`src/rtl/updown_counter_core_if.sv`:
```
// Counter control/observation bundle between the driver (master) and the
// counter core (slave).
interface updown_counter_core_if #(
  parameter int WIDTH  = 4,
  parameter int WCNT_W = 8
);
  logic              load;
  logic              updown;
  logic [WIDTH-1:0]  data;
  logic [WIDTH-1:0]  data_out;
  logic              carry;
  logic              borrow;
  logic              ovf_sticky;
  logic              unf_sticky;
  logic [WCNT_W-1:0] wrap_count;
  logic [1:0]        dir_state;
  logic              dir_change;

  modport master (
    output load, updown, data,
    input  data_out, carry, borrow, ovf_sticky, unf_sticky,
           wrap_count, dir_state, dir_change
  );

  modport slave (
    input  load, updown, data,
    output data_out, carry, borrow, ovf_sticky, unf_sticky,
           wrap_count, dir_state, dir_change
  );
endinterface

```
`src/rtl/updown_counter_core.sv`:
```
// Loadable up/down counter with wrap/saturate boundary handling, wrap event
// flags, a saturating wrap counter and a direction-tracking FSM.
module updown_counter_core #(
  parameter int WIDTH     = 4,
  parameter int WRAP_MODE = 1,
  parameter int WCNT_W    = 8
) (
  input  logic                  clk,
  input  logic                  rst,
  updown_counter_core_if.slave  bus
);

  typedef enum logic [1:0] {
    DIR_IDLE = 2'b00,
    DIR_UP   = 2'b01,
    DIR_DOWN = 2'b10
  } dir_e;

  localparam logic [WIDTH-1:0]  CNT_MAX  = {WIDTH{1'b1}};
  localparam logic [WIDTH-1:0]  CNT_ZERO = {WIDTH{1'b0}};
  localparam logic [WIDTH-1:0]  CNT_ONE  = {{(WIDTH-1){1'b0}}, 1'b1};
  localparam logic [WCNT_W-1:0] WC_MAX   = {WCNT_W{1'b1}};
  localparam logic [WCNT_W-1:0] WC_ONE   = {{(WCNT_W-1){1'b0}}, 1'b1};

  logic [WIDTH-1:0]  cnt_q, cnt_d;
  logic              carry_q, carry_d;
  logic              borrow_q, borrow_d;
  logic              ovf_q, ovf_d;
  logic              unf_q, unf_d;
  logic [WCNT_W-1:0] wcnt_q, wcnt_d;
  dir_e              dir_q, dir_d;
  logic              dchg_q, dchg_d;

  // Next-state: load has priority over counting; pulses default low.
  always_comb begin
    cnt_d    = cnt_q;
    carry_d  = 1'b0;
    borrow_d = 1'b0;
    dchg_d   = 1'b0;
    dir_d    = dir_q;
    if (bus.load) begin
      cnt_d = bus.data;
      dir_d = DIR_IDLE;
    end else begin
      if (bus.updown) begin
        if (cnt_q == CNT_MAX) begin
          carry_d = 1'b1;
          cnt_d   = (WRAP_MODE != 0) ? CNT_ZERO : CNT_MAX;
        end else begin
          cnt_d = cnt_q + CNT_ONE;
        end
      end else begin
        if (cnt_q == CNT_ZERO) begin
          borrow_d = 1'b1;
          cnt_d    = (WRAP_MODE != 0) ? CNT_MAX : CNT_ZERO;
        end else begin
          cnt_d = cnt_q - CNT_ONE;
        end
      end
      case (dir_q)
        DIR_IDLE: dir_d = bus.updown ? DIR_UP : DIR_DOWN;
        DIR_UP: begin
          if (bus.updown) begin
            dir_d = DIR_UP;
          end else begin
            dir_d  = DIR_DOWN;
            dchg_d = 1'b1;
          end
        end
        DIR_DOWN: begin
          if (bus.updown) begin
            dir_d  = DIR_UP;
            dchg_d = 1'b1;
          end else begin
            dir_d = DIR_DOWN;
          end
        end
        default: dir_d = DIR_IDLE;
      endcase
    end
    ovf_d = ovf_q | carry_d;
    unf_d = unf_q | borrow_d;
    if ((carry_d || borrow_d) && (wcnt_q != WC_MAX)) begin
      wcnt_d = wcnt_q + WC_ONE;
    end else begin
      wcnt_d = wcnt_q;
    end
  end

  // State and output registers with synchronous reset.
  always_ff @(posedge clk) begin
    if (rst) begin
      cnt_q    <= CNT_ZERO;
      carry_q  <= 1'b0;
      borrow_q <= 1'b0;
      ovf_q    <= 1'b0;
      unf_q    <= 1'b0;
      wcnt_q   <= {WCNT_W{1'b0}};
      dir_q    <= DIR_IDLE;
      dchg_q   <= 1'b0;
    end else begin
      cnt_q    <= cnt_d;
      carry_q  <= carry_d;
      borrow_q <= borrow_d;
      ovf_q    <= ovf_d;
      unf_q    <= unf_d;
      wcnt_q   <= wcnt_d;
      dir_q    <= dir_d;
      dchg_q   <= dchg_d;
    end
  end

  assign bus.data_out   = cnt_q;
  assign bus.carry      = carry_q;
  assign bus.borrow     = borrow_q;
  assign bus.ovf_sticky = ovf_q;
  assign bus.unf_sticky = unf_q;
  assign bus.wrap_count = wcnt_q;
  assign bus.dir_state  = dir_q;
  assign bus.dir_change = dchg_q;

endmodule

```
`src/flat_wrapper.sv`:
```
// flat-port wrapper written by rule: the top's interface ports become plain ports
module updown_counter_core_flat 
#(
  parameter int WIDTH     = 4,
  parameter int WRAP_MODE = 1,
  parameter int WCNT_W    = 8
)
  (clk, rst, bus_load, bus_updown, bus_data, bus_data_out, bus_carry, bus_borrow, bus_ovf_sticky, bus_unf_sticky, bus_wrap_count, bus_dir_state, bus_dir_change);
  updown_counter_core_if #(.WIDTH(WIDTH), .WCNT_W(WCNT_W)) bus_i ();
  input  logic clk;
  input  logic rst;
  input wire logic [$bits(bus_i.load)-1:0] bus_load;
  input wire logic [$bits(bus_i.updown)-1:0] bus_updown;
  input wire logic [$bits(bus_i.data)-1:0] bus_data;
  output wire logic [$bits(bus_i.data_out)-1:0] bus_data_out;
  output wire logic [$bits(bus_i.carry)-1:0] bus_carry;
  output wire logic [$bits(bus_i.borrow)-1:0] bus_borrow;
  output wire logic [$bits(bus_i.ovf_sticky)-1:0] bus_ovf_sticky;
  output wire logic [$bits(bus_i.unf_sticky)-1:0] bus_unf_sticky;
  output wire logic [$bits(bus_i.wrap_count)-1:0] bus_wrap_count;
  output wire logic [$bits(bus_i.dir_state)-1:0] bus_dir_state;
  output wire logic [$bits(bus_i.dir_change)-1:0] bus_dir_change;
  assign bus_i.load = bus_load;
  assign bus_i.updown = bus_updown;
  assign bus_i.data = bus_data;
  assign bus_data_out = bus_i.data_out;
  assign bus_carry = bus_i.carry;
  assign bus_borrow = bus_i.borrow;
  assign bus_ovf_sticky = bus_i.ovf_sticky;
  assign bus_unf_sticky = bus_i.unf_sticky;
  assign bus_wrap_count = bus_i.wrap_count;
  assign bus_dir_state = bus_i.dir_state;
  assign bus_dir_change = bus_i.dir_change;
  updown_counter_core #(.WIDTH(WIDTH), .WRAP_MODE(WRAP_MODE), .WCNT_W(WCNT_W)) u_core (.clk(clk), .rst(rst), .bus(bus_i));
endmodule
```
`config.mk`:
```
export PLATFORM = sky130hd
export DESIGN_NAME = updown_counter_core_flat
export DESIGN_NICKNAME = d
export VERILOG_FILES = /design/src/rtl/updown_counter_core_if.sv /design/src/rtl/updown_counter_core.sv /design/src/flat_wrapper.sv
export SDC_FILE = /design/constraint.sdc
export NUM_CORES = 1
export LEC_CHECK = 0
export CAP_MARGIN = 20
export CORE_MARGIN = 2
export CORE_UTILIZATION = 50
export DETAILED_ROUTE_END_ITERATION = 10
export HOLD_SLACK_MARGIN = 0.12
export PLACE_DENSITY = 0.89
export SETUP_SLACK_MARGIN = 0.15
export SYNTH_ARGS = -nofsm -noshare
export SYNTH_HDL_FRONTEND = slang
export SYNTH_SLANG_ARGS = --single-unit
```
`constraint.sdc`:
```
create_clock -name clk -period 4.5 [get_ports clk]
set_input_delay 0.9 -clock clk [delete_from_list [all_inputs] [get_ports clk]]
set_output_delay 0.9 -clock clk [all_outputs]
set_load 0.02 [all_outputs]
```
==> results.toml <==
[synth]
syn_nets = 118
synth.most_common_cell = "dfxtp_1"
synth_cells = 107
synth_commonest_cells = "dfxtp_1 (19), nor2_1 (16), a21oi_1 (9)"
synth_edf_count = 0
yosys.area.top_type_share = 0.381
synth_seq_cells = 19
synth_area_um2 = 998
yosys_warnings = 0
synth_seq_area_share = 0.381
synth-async-reset-ratio = 0
yosys.area.top_type = "dfxtp_1"
synth_cell_types = 36
netlist_top_cells_area = "dfxtp_1 (38%), nor2_1 (6.0%), mux2i_1 (5.0%)"
ys_dominant_reg_cell = "dfxtp_1"
synth_area_per_cell_um2 = 9.33

[die]
dieArea_mm2 = 0.00237
core-area_mm2 = 0.00192
io_pins = 27
row_count = 16
die_y_um = 48.7
initial_core_util = 0.520
die_w_um = 48.7

[power]
power_mw = 0.325
pwr-share-comb = 0.185
peakVddDrop_mv = 0.156
power_switching_mw = 0.0870
clkPwrFrac = 0.256
power_density_mw_per_mm2 = 256
power.leakage_nw = 0.432
p_int_mw = 0.238
switching_share = 0.268
p_seq_frac = 0.559

[place]
dpl.hpwl_mm = 1.50
post-place-ws_ns = 1.49
place.gp.congestion = 0.841
port_buffers = 26

[grt]
first_global_vias = 826
antenna_found_initial = 0
overflow = 0
grt_max_degree = 23
grt_pass1_wl_mm = 3.57
gr-usage-all-layers = 0.194

[worst_setup_path]
arrival_ns = 2.86
worst_path_largest_cell_delay_ns = 0.68
start_kind = "input pin"
cp-end-kind = "register"
crit_buf_inv = 1
cpLargestDelayFamily = "simple AND/OR/NAND/NOR gates"
cpMaxStageDelayCell = "or4b_4"
critPathMaxFanout = 8
worst-setup-path-type = "input pin to register"
worstPathRequired_ns = 4.66
worstPathCellList = "clkdlybuf4s50_1, or4b_4, a2111oi_4, and4_1, a211oi_2"

[sta]
final-setup-viol-count = 0
skew_ns = 0.00266
relSlewSlack = 0.453
layout_setup_ws_ns = 1.80
min_period_ns = 2.70
period_share = 0.601
hold_violations = 0
final.setup.tns_ns = 0
tightest_slew_ns = 0.817
fmax_ghz = 0.370
whs_ns = 0.481
slew_violations = 0
rsz0062_at_grt = "false"

[job]
max-cap-violations = 0

[drt]
num_vias = 877
drc = 0
routed_via_density = 5.55
avgRoutedWirePerCell_um = 13.1
firstDrtPassIters = 4
routed_wl_mm = 2.06
postRouteAntennaNets = 0
dr.first_iter.drc_count = 7

[cts]
clockBufferDepth = 2
cts_tree = "yes"
cts_htree_levels = 1
cts_sinks = 19
hold_buffers = 0
cts_made_buffers = 3
path_clk_slew_ns = 0.10
post-cts-setup-buffer-count = 0
cts_root_buf = "clkbuf_4"
clock_latency_ns = 0.29
cts_resized = 0

[layout]
drive_gt1_frac = 0.0763
final.fill_count = 175
final_nets = 143
area_growth_pct = 26.8
antennaDiodeCount = 0

[min_path]
holdCritPathClass = "register to register"

[outcome]
status = "complete, no violations"
cell families (layout without fill, tap and decap cells):
| group | Yosys count | in the layout | synth area share |
|---|---|---|---|
| simple gates | 35 | 35 | 0.185 |
| compound gates | 28 | 28 | 0.234 |
| flops | 19 | 19 | 0.381 |
| buf+inv | 14 | 38 | 0.0827 |
| mux | 6 | 6 | 0.0614 |
| fa+ha+maj | 3 | 3 | 0.0376 |
| xor+xnor | 2 | 2 | 0.0175 |
power by group through the flow:
stage                     registers [mW]  clock network [mW]  logic, mW
after floorplan                    0.191                   0     0.0348
after global placement             0.185                   0     0.0580
after detailed placement           0.186                   0     0.0600
after CTS                          0.182              0.0862     0.0605
after global routing               0.183              0.0941     0.0648
final                              0.181              0.0831     0.0600
per-stage QoR:
stage / utilization / instance area (um^2) / instances
floorplan: - / 998 / 107
global placement: 0.645 / 1240 / 154
detailed placement: 0.645 / 1240 / 154
CTS: 0.659 / 1270 / 158
global route: 0.659 / 1270 / 158
finish: 0.659 / 1270 / 158
sequential cells by signal, indices dropped and copies added, names as in the netlist:
register / cells
u_core.bus.wrap_count: 8
u_core.bus.data_out: 4
u_core.bus.dir_state: 2
u_core.bus.borrow: 1
u_core.bus.carry: 1
u_core.bus.dir_change: 1
u_core.bus.ovf_sticky: 1
u_core.bus.unf_sticky: 1
worst min-delay path: stages, from the launching register on:
cell,delay (ns)
dfxtp_1,0.33
nor2_1,0.04
nor2_1,0.07
area by class of cell:
type                    count  area (um^2)  share of cell area
well taps                  27         33.8              0.0267
multi-input cells          74          536               0.423
flip-flops and latches     19          380               0.300
repair buffers             26          260               0.206
inverters                   8         30.0              0.0237
clock buffers               4         26.3              0.0208
worst paths after layout:
check / start / endpoint / slack [ns] / cells past startpoint
setup / recovery: bus_updown / u_core.bus.wrap_count[7] / 1.80 / 5
hold / removal: u_core.bus.ovf_sticky / u_core.bus.ovf_sticky / 0.48 / 2
setup reg to reg: u_core.bus.data_out[0] / u_core.bus.wrap_count[7] / 2.44 / 6
hold reg to reg: u_core.bus.ovf_sticky / u_core.bus.ovf_sticky / 0.48 / 2
metal layers:
layer / vias up / part of all wire / track usage
li1: 433 / - / -
met1: 413 / 0.45 / 0.225
met2: 27 / 0.48 / 0.333
met3: 4 / 0.051 / 0.0370
met4: 0 / 0.018 / 0.110
met5: - / 0 / 0
cells in the final DEF, fill, tap and decap left out, types with 2 or more instances in the layout:
cell type	instances
inv_1	8
a21oi_1	9
a311oi_1	2
nand3_1	2
mux2i_1	5
nand4_1	2
a211oi_2	2
dfxtp_1	19
ha_1	3
clkbuf_4	3
nand2b_1	3
o21ai_0	3
nor3_1	4
clkdlybuf4s50_1	26
a31oi_1	3
nor2_1	16
a2111oi_0	2
No activity file was read; power rests on OpenSTA's default activity.
